### config.mk
export PLATFORM = sky130hd
export DESIGN_NAME = snf_rxchan_lcrd
export DESIGN_NICKNAME = d
export VERILOG_FILES = /design/src/rtl/snf_rxchan_lcrd.sv
export SDC_FILE = /design/constraint.sdc
export NUM_CORES = 1
export LEC_CHECK = 0
export BUFFER_PORTS_ARGS = -buffer_cell sky130_fd_sc_hd__buf_4
export CORE_UTILIZATION = 25
export DETAILED_ROUTE_END_ITERATION = 8
export SYNTH_ARGS = -nofsm -noshare
export SYNTH_HDL_FRONTEND = slang
export SYNTH_SLANG_ARGS = --single-unit
### constraint.sdc
create_clock -name clk -period 15 [get_ports clk]
set_input_delay 0 -clock clk [delete_from_list [all_inputs] [get_ports clk]]
set_output_delay 0 -clock clk [all_outputs]
set_load 0.02 [all_outputs]
### src/rtl/snf_rxchan_lcrd.sv
// snf_rxchan_lcrd: CHI-E RX link-layer channel receiver; issues L-credits, buffers flits, forwards valid/ready.
// Optional feature macro SNF_RXCHAN_BYPASS_EN: an empty FIFO is bypassed in the same cycle when the consumer is ready.
`ifndef CHIE_DAT_FLIT_WIDTH
`define CHIE_DAT_FLIT_WIDTH 392
`endif

module snf_rxchan_lcrd #(
    parameter int FLIT_W   = `CHIE_DAT_FLIT_WIDTH,
    parameter int LCRD_NUM = 4,
    parameter int OPC_LSB  = 0,
    parameter int OPC_W    = 4,
    parameter int CNT_W    = 4
) (
    input  logic              clk,
    input  logic              rst,
    input  logic              run_state,
    input  logic              rxflitpend,
    input  logic              rxflitv,
    input  logic [FLIT_W-1:0] rxflit,
    output logic              rx_lcrdv,
    output logic              out_valid,
    input  logic              out_ready,
    output logic [FLIT_W-1:0] out_flit,
    output logic              rx_active,
    output logic              crd_idle,
    output logic              err_crd_ovf
);

    localparam int PTR_W = (LCRD_NUM > 1) ? $clog2(LCRD_NUM) : 1;

    localparam logic [CNT_W-1:0] CNT_ZERO = {CNT_W{1'b0}};
    localparam logic [CNT_W-1:0] CNT_ONE  = CNT_W'(1);
    localparam logic [CNT_W-1:0] CNT_MAX  = CNT_W'(LCRD_NUM);
    localparam logic [PTR_W-1:0] PTR_ZERO = {PTR_W{1'b0}};
    localparam logic [PTR_W-1:0] PTR_ONE  = PTR_W'(1);
    localparam logic [PTR_W-1:0] PTR_LAST = PTR_W'(LCRD_NUM - 1);

    logic [FLIT_W-1:0] mem_r [LCRD_NUM];

    logic [PTR_W-1:0]  wr_ptr_r;
    logic [PTR_W-1:0]  rd_ptr_r;
    logic [CNT_W-1:0]  occ_r;
    logic [CNT_W-1:0]  crd_out_r;
    logic              rx_lcrdv_r;
    logic              out_valid_r;
    logic              rx_active_r;
    logic              crd_idle_r;
    logic              err_crd_ovf_r;

    logic [PTR_W-1:0]  wr_ptr_s;
    logic [PTR_W-1:0]  rd_ptr_s;
    logic [CNT_W-1:0]  occ_s;
    logic [CNT_W-1:0]  crd_out_s;
    logic [CNT_W-1:0]  space_s;
    logic              crd_avail_s;
    logic              is_lcrd_ret_s;
    logic              consume_s;
    logic              drop_s;
    logic              grant_s;
    logic              bypass_s;
    logic              enq_s;
    logic              deq_s;
    logic [FLIT_W-1:0] out_flit_s;

    // Pointers wrap at LCRD_NUM, which need not be a power of two.
    function automatic logic [PTR_W-1:0] ptr_inc(input logic [PTR_W-1:0] ptr);
        logic [PTR_W-1:0] nxt;
        if (ptr == PTR_LAST) begin
            nxt = PTR_ZERO;
        end else begin
            nxt = ptr + PTR_ONE;
        end
        return nxt;
    endfunction

    // Credit decision and flit classification from the current registered state.
    always_comb begin
        space_s       = CNT_MAX - occ_r - crd_out_r;
        crd_avail_s   = (crd_out_r != CNT_ZERO);
        is_lcrd_ret_s = (rxflit[OPC_LSB +: OPC_W] == {OPC_W{1'b0}});
        consume_s     = rxflitv & crd_avail_s;
        drop_s        = rxflitv & ~crd_avail_s;
        grant_s       = run_state & (space_s != CNT_ZERO);
`ifdef SNF_RXCHAN_BYPASS_EN
        bypass_s      = consume_s & ~is_lcrd_ret_s & (occ_r == CNT_ZERO) & out_ready;
`else
        bypass_s      = 1'b0;
`endif
        enq_s         = consume_s & ~is_lcrd_ret_s & ~bypass_s;
        deq_s         = out_valid_r & out_ready;
    end

    // Next FIFO pointers/occupancy and outstanding-credit count.
    always_comb begin
        wr_ptr_s  = wr_ptr_r;
        rd_ptr_s  = rd_ptr_r;
        occ_s     = occ_r;
        crd_out_s = crd_out_r;
        case ({enq_s, deq_s})
            2'b10: begin
                wr_ptr_s = ptr_inc(wr_ptr_r);
                occ_s    = occ_r + CNT_ONE;
            end
            2'b01: begin
                rd_ptr_s = ptr_inc(rd_ptr_r);
                occ_s    = occ_r - CNT_ONE;
            end
            2'b11: begin
                wr_ptr_s = ptr_inc(wr_ptr_r);
                rd_ptr_s = ptr_inc(rd_ptr_r);
            end
            default: begin
                occ_s = occ_r;
            end
        endcase
        // A grant and a consumed credit in the same cycle cancel out.
        case ({grant_s, consume_s})
            2'b10:   crd_out_s = crd_out_r + CNT_ONE;
            2'b01:   crd_out_s = crd_out_r - CNT_ONE;
            default: crd_out_s = crd_out_r;
        endcase
    end

    // Control state and registered status outputs.
    always_ff @(posedge clk or posedge rst) begin
        if (rst) begin
            wr_ptr_r      <= PTR_ZERO;
            rd_ptr_r      <= PTR_ZERO;
            occ_r         <= CNT_ZERO;
            crd_out_r     <= CNT_ZERO;
            rx_lcrdv_r    <= 1'b0;
            out_valid_r   <= 1'b0;
            rx_active_r   <= 1'b0;
            crd_idle_r    <= 1'b1;
            err_crd_ovf_r <= 1'b0;
        end else begin
            wr_ptr_r      <= wr_ptr_s;
            rd_ptr_r      <= rd_ptr_s;
            occ_r         <= occ_s;
            crd_out_r     <= crd_out_s;
            rx_lcrdv_r    <= grant_s;
            out_valid_r   <= (occ_s != CNT_ZERO);
            rx_active_r   <= rxflitpend | (occ_s != CNT_ZERO);
            crd_idle_r    <= (crd_out_s == CNT_ZERO);
            err_crd_ovf_r <= err_crd_ovf_r | drop_s;
        end
    end

    // Flit storage; contents are don't-care until written, reads are gated by out_valid_r.
    always_ff @(posedge clk) begin
        if (enq_s) begin
            mem_r[wr_ptr_r] <= rxflit;
        end else begin
            mem_r[wr_ptr_r] <= mem_r[wr_ptr_r];
        end
    end

    // Head flit, forced to zero whenever nothing is presented.
    always_comb begin
        out_flit_s = {FLIT_W{1'b0}};
        if (bypass_s) begin
            out_flit_s = rxflit;
        end else if (out_valid_r) begin
            out_flit_s = mem_r[rd_ptr_r];
        end else begin
            out_flit_s = {FLIT_W{1'b0}};
        end
    end

    assign rx_lcrdv    = rx_lcrdv_r;
    assign out_valid   = out_valid_r | bypass_s;
    assign out_flit    = out_flit_s;
    assign rx_active   = rx_active_r;
    assign crd_idle    = crd_idle_r;
    assign err_crd_ovf = err_crd_ovf_r;

endmodule
## After elaboration in Yosys (flattened, before gate mapping)

Memories as Yosys holds them, arrays and structs flattened.
Cells that the tools add are included.

| word-level totals | value |
|---|---|
| bits in registers | 17 |
| bits in writable memories | 1568 |
| input port bits | 398 |
| word-level logic and storage cells | 53 |
| memories | 1 |

Memories:

| memory | depth | width | read ports | clocked after memory_dff | write ports | line | RTL |
|---|---|---|---|---|---|---|---|
| mem_r | 4 | 392 | 1 | 0 | 1 | 38 | `logic [FLIT_W-1:0] mem_r [LCRD_NUM];` |

| operators by class | value |
|---|---|
| $add $sub $neg | 8 |
| equality and inequality tests | 8 |
| multiplexer cells | 9 |
| bitwise gates (word level) | 10 |
| reductions and logical operators | 8 |

Operators by type and width:

| operator | count |
|---|---|
| $mux 392 | 2 |
| $pmux 4 s2 | 2 |
| $reduce_bool 4->1 | 3 |
| $eq 2x2->1 const B | 5 |
| $add 4x1->4 const B | 2 |
| $logic_not 4->1 | 2 |
| $sub 4x1->4 const B | 2 |
| $and 1x1->1 | 5 |
| $add 2x1->2 const B | 2 |
| $eq 2x1->1 const B | 2 |
| $mux 2 | 2 |
| $reduce_or 2->1 | 2 |
| $sub 3x4->4 const A | 1 |
| $sub 4x4->4 | 1 |
| $mux 1 | 3 |
| $or 1x1->1 | 3 |
| $not 1->1 | 2 |
| $reduce_and 2->1 | 1 |
| $ne 0x0->1 | 1 |

## Depth between registers and ports, before layout

| depth | value |
|---|---|
| depth in word-level cells | 7 |
| gate-level depth with buffers | 13 |

## Least setup slack after synthesis

OpenSTA, ideal clock, no wires.

| timing | value |
|---|---|
| kind | register -> register |
| start point | reg crd_out_r[0] |
| end point | mem mem_r[0][0] in the netlist's numbering (enable) |
| arrival time | 9.887 ns |
| path slack | 4.307 ns |
| stages on the path, launching flop included | 5 |
| cells stage by stage | dfrtp_1 > nor4_1 > and2b_1 > o41a_1 > and2_1 |

| between the ends | value |
|---|---|
| word-level cells in the longest chain between the ends | 6 |

RTL lines:

| what | line | RTL |
|---|---|---|
| start, declared | 43 | `logic [CNT_W-1:0] crd_out_r;` |
| start signal, assigned | 140 | `crd_out_r <= crd_out_s;` |
| $reduce_bool 4->1 * | 79 | `crd_avail_s = (crd_out_r != CNT_ZERO);` |
| $and 1x1->1 * | 81 | `consume_s = rxflitv & crd_avail_s;` |
| $and 1x1->1 * | 89 | `enq_s = consume_s & ~is_lcrd_ret_s & ~bypass_s;` |
| $mux 1 (on tied branches) | 151, 154 |  |
| $mux 1 (implied by the code) / $reduce_and 2->1 (equally long branches) | - |  |
| $or 1x1->1 (no source line) * | - |  |
| end, declared | 38 |  |

Mark *: on every way between the ends. The rest lies on a longest branch, timed or not.

## Worst setup path in the final report

| timing | value |
|---|---|
| start point | reg rd_ptr_r[1] |
| end point | out out_flit[97] |

| between the ends | value |
|---|---|
| word-level cells in the longest chain between the ends | 2 |

RTL lines:

| what | line | RTL |
|---|---|---|
| start, declared | 41 | `logic [PTR_W-1:0] rd_ptr_r;` |
| start signal, assigned | 138 | `rd_ptr_r <= rd_ptr_s;` |
| $mem_v2 4x392 | - |  |
| $mux 392 | 163 | `end else if (out_valid_r) begin` |
| end, declared | 23 | `output logic [FLIT_W-1:0] out_flit,` |

No other way between the ends.

==> impl_metrics.sql <==
INSERT INTO impl_metrics (metric_group, metric, value, unit) VALUES
('yosys', 'ys_seq_area_share', '78.7', '%'),
('placed_design', 'dp.cells', '6483', ''),
('clock_network', 'numClockSinks', '1585', ''),
('clock_network', 'ctsHtreeMaxLevel', '4', ''),
('clock_network', 'cts_buffers', '167', ''),
('power_and_ir_drop', 'design_power_total', '16.9', 'mW'),
('worst_setup_path', 'worstSetupStartpointType', 'flop', ''),
('timing', 'timing.final.crit_share', '32.3', '%'),
('timing', 'timing_worst_slew_pin_value', '1040', 'ps'),
('yosys', 'postSynthRegisterBits', '1585', ''),
('grt', 'global_route_wire_length_before_repair', '224', 'mm'),
('worst_setup_path', 'critPathMostFrequentCell', 'sky130_fd_sc_hd__buf_4', ''),
('placed_design', 'place.gp.congestion', '0.726', ''),
('finish', 'syn2layout_area_growth', '37.8', '%'),
('grt', 'groute.usage.overall', '12.3', '%'),
('outcome', 'run_status', 'completed', ''),
('placed_design', 'pre_cts_ws', '10360', 'ps'),
('worst_setup_path', 'timing.critical_path.max_delay_family', 'buffers and inverters', ''),
('timing', 'setup_ws', '10150', 'ps'),
('drt', 'remaining_drc_errors', '0', ''),
('clock_network', 'clk_latency', '800', 'ps'),
('placed_design', 'hpwlAfterDp', '95.1', 'mm'),
('timing', 'tns', '0', 'ps'),
('power_and_ir_drop', 'seqPwrFrac', '35.7', '%'),
('yosys', 'postSynthNetCount', '3011', ''),
('worst_setup_path', 'worst_path_cell_chain', 'buf_4 -> buf_4 -> buf_12 -> mux4_2 -> and2_1 -> buf_4', ''),
('power_and_ir_drop', 'vdd.ir_drop.worst', '153', 'uV'),
('clock_network', 'clk_transition_reported_paths', '60', 'ps'),
('yosys', 'async_reset_ff_share', '1.07', '%'),
('floorplan', 'top_level_ports', '795', ''),
('timing', 'finalWorstPathRequiredPeriod', '4850', 'ps'),
('yosys', 'yosys_warnings', '0', ''),
('yosys', 'post_synth_num_cell_types', '33', ''),
('drt', 'drt-initial-drc-count', '1912', ''),
('finish', 'leading_cell_type_in_the_layout_fill_and_taps_excluded', 'sky130_fd_sc_hd__edfxtp_1', ''),
('floorplan', 'starting_utilization_of_the_core_area', '25.1', '%'),
('grt', 'grt_max_degree', '113', ''),
('timing', 'grt_setup_unrepaired', 'no', ''),
('drt', 'vias', '32000', ''),
('placed_design', 'placed_cell_area', '69900', 'um2'),
('clock_network', 'cts_root_buf', 'sky130_fd_sc_hd__clkbuf_16', ''),
('worst_setup_path', 'timing.critical_path.slowest_stage_cell', 'sky130_fd_sc_hd__dfrtp_4', ''),
('timing', 'maxClockFrequency', '206', 'MHz'),
('floorplan', 'die_h', '494', 'um'),
('timing', 'maxSlewHeadroom', '30.4', '%'),
('floorplan', 'floorplan.die_area', '244000', 'um2'),
('finish', 'post-route-cell-area', '83200', 'um2'),
('worst_setup_path', 'critical_path_buf_inv_count', '4', ''),
('yosys', 'synth-edff-count', '1568', ''),
('power_and_ir_drop', 'switching_share', '34.5', '%'),
('grt', 'antenna_violations_before_repair', '38', ''),
('timing', 'worst_clock_skew', '39.0', 'ps'),
('drt', 'firstDrtPassIters', '4', ''),
('drt', 'viasPerCell', '4.21', ''),
('drt', 'wire_per_inst', '20.2', 'um'),
('drt', 'route.antenna.remaining_nets', '0', ''),
('grt', 'grt_pass1_vias', '34000', ''),
('yosys', 'netlist_area', '60400', 'um2'),
('flow_run', 'maxCapViolations', '0', ''),
('power_and_ir_drop', 'internal_power', '11.1', 'mW'),
('timing', 'final-hold-violation-count', '0', ''),
('clock_network', 'cts.path.max_buffers', '3', ''),
('worst_setup_path', 'worstPathRequired', '15000', 'ps'),
('finish', 'final_nets', '4667', ''),
('placed_design', 'portBuffers', '794', ''),
('power_and_ir_drop', 'cellPowerDensity', '203', 'nW/um2'),
('floorplan', 'core-area', '240000', 'um2'),
('yosys', 'syn_area_per_cell', '23.3', 'um2'),
('hold_path', 'tightest_hold_check_type', 'in2reg', ''),
('finish', 'fin_cells', '7595', ''),
('worst_setup_path', 'critical_path_class', 'reg2out', '');
==> area by class of cell <==
type                       instances  area (um2)  share of cell area, %
sequential                      1585       47500                   57.1
multi-input combinational        861       12000                   14.4
timing repair buffer            1620       14200                   17.1
antenna                           28        70.1                 0.0842
inverter                          14        52.6                 0.0632
clock buffer                     204        4370                   5.25
clock inverter                    98        1030                   1.24
tap                             3185        3990                   4.79
==> Yosys cell counts (2+ instances only) <==
cell type / n / area share [%]
sky130_fd_sc_hd__edfxtp_1: 1568 / 78
sky130_fd_sc_hd__and2_1: 396 / 4.1
sky130_fd_sc_hd__mux4_2: 392 / 15
sky130_fd_sc_hd__clkbuf_1: 49 / 0.30
sky130_fd_sc_hd__buf_2: 43 / 0.36
sky130_fd_sc_hd__buf_6: 39 / 0.73
sky130_fd_sc_hd__ha_1: 17 / 0.35
sky130_fd_sc_hd__dfrtp_1: 16 / 0.66
sky130_fd_sc_hd__inv_1: 14 / 0.087
sky130_fd_sc_hd__xnor2_1: 8 / 0.12
sky130_fd_sc_hd__a21o_1: 5 / 0.062
sky130_fd_sc_hd__mux2_2: 5 / 0.093
sky130_fd_sc_hd__nor2_1: 5 / 0.031
sky130_fd_sc_hd__nor3_1: 5 / 0.041
sky130_fd_sc_hd__a21oi_1: 3 / 0.025
sky130_fd_sc_hd__fa_1: 3 / 0.099
sky130_fd_sc_hd__nand2_1: 3 / 0.019
sky130_fd_sc_hd__xor2_1: 3 / 0.044
sky130_fd_sc_hd__buf_8: 2 / 0.050
sky130_fd_sc_hd__mux2i_1: 2 / 0.033
sky130_fd_sc_hd__nor4_1: 2 / 0.021
sky130_fd_sc_hd__o21ai_0: 2 / 0.017
==> power groups by stage <==
stage                     Sequential (mW)  Combinational, mW  Clock (mW)
final                                6.02               6.79        4.07
after global routing                 6.10               7.22        4.34
after CTS                            6.04               6.93        4.18
after detailed placement             6.13               6.73           0
after global placement               6.09               6.73           0
after floorplan                      6.37               4.01           0
==> state kept, by name, indices dropped and copies added (netlist names) <==
name / count
mem_r: 1568
crd_idle: 1
out_valid: 1
rx_active: 1
err_crd_ovf: 1
occ_r: 4
crd_out_r: 4
wr_ptr_r: 2
rx_lcrdv: 1
rd_ptr_r: 2
==> path summary, 6_finish.rpt <==
check                                 to  slack, ps  cells past startpoint         start
hold reg to reg              err_crd_ovf        520                      1   err_crd_ovf
setup / recovery            out_flit[97]      10150                      6   rd_ptr_r[1]
setup reg to reg            mem_r[0][76]      10370                      7  crd_out_r[0]
max in group asynchronous    rd_ptr_r[1]      13990                      4           rst
min in group asynchronous       rx_lcrdv        460                      4           rst
hold / removal             mem_r[0][131]         60                      2   rxflit[131]
==> per-layer routing <==
metal	track usage, %	vias up	wire [um]
met5	0	-	220
met4	4.62	36	5380
met3	4.81	267	14000
met2	19.6	1061	72000
met1	15.0	16600	61800
li1	-	14000	-
==> kinds of logic after synthesis <==
| group | share of synthesized area [%] |
|---|---|
| AO/OA/AOI/OAI | 0.191 |
| AND/OR/NAND/NOR | 4.26 |
| multiplexers | 14.7 |
| buffers and inverters | 1.52 |
| adder cells (fa/ha/maj) | 0.452 |
| flip-flops | 78.7 |
| XOR/XNOR | 0.160 |
==> timing repair <==
| item | 4_1_cts | 5_1_grt |
|---|---|---|
| hold buffers | 782 | 0 |
| resized for setup | 0 | 0 |
| endpoints found under the hold margin | 1600 | 0 |
(Power assumes the default switching activity.)
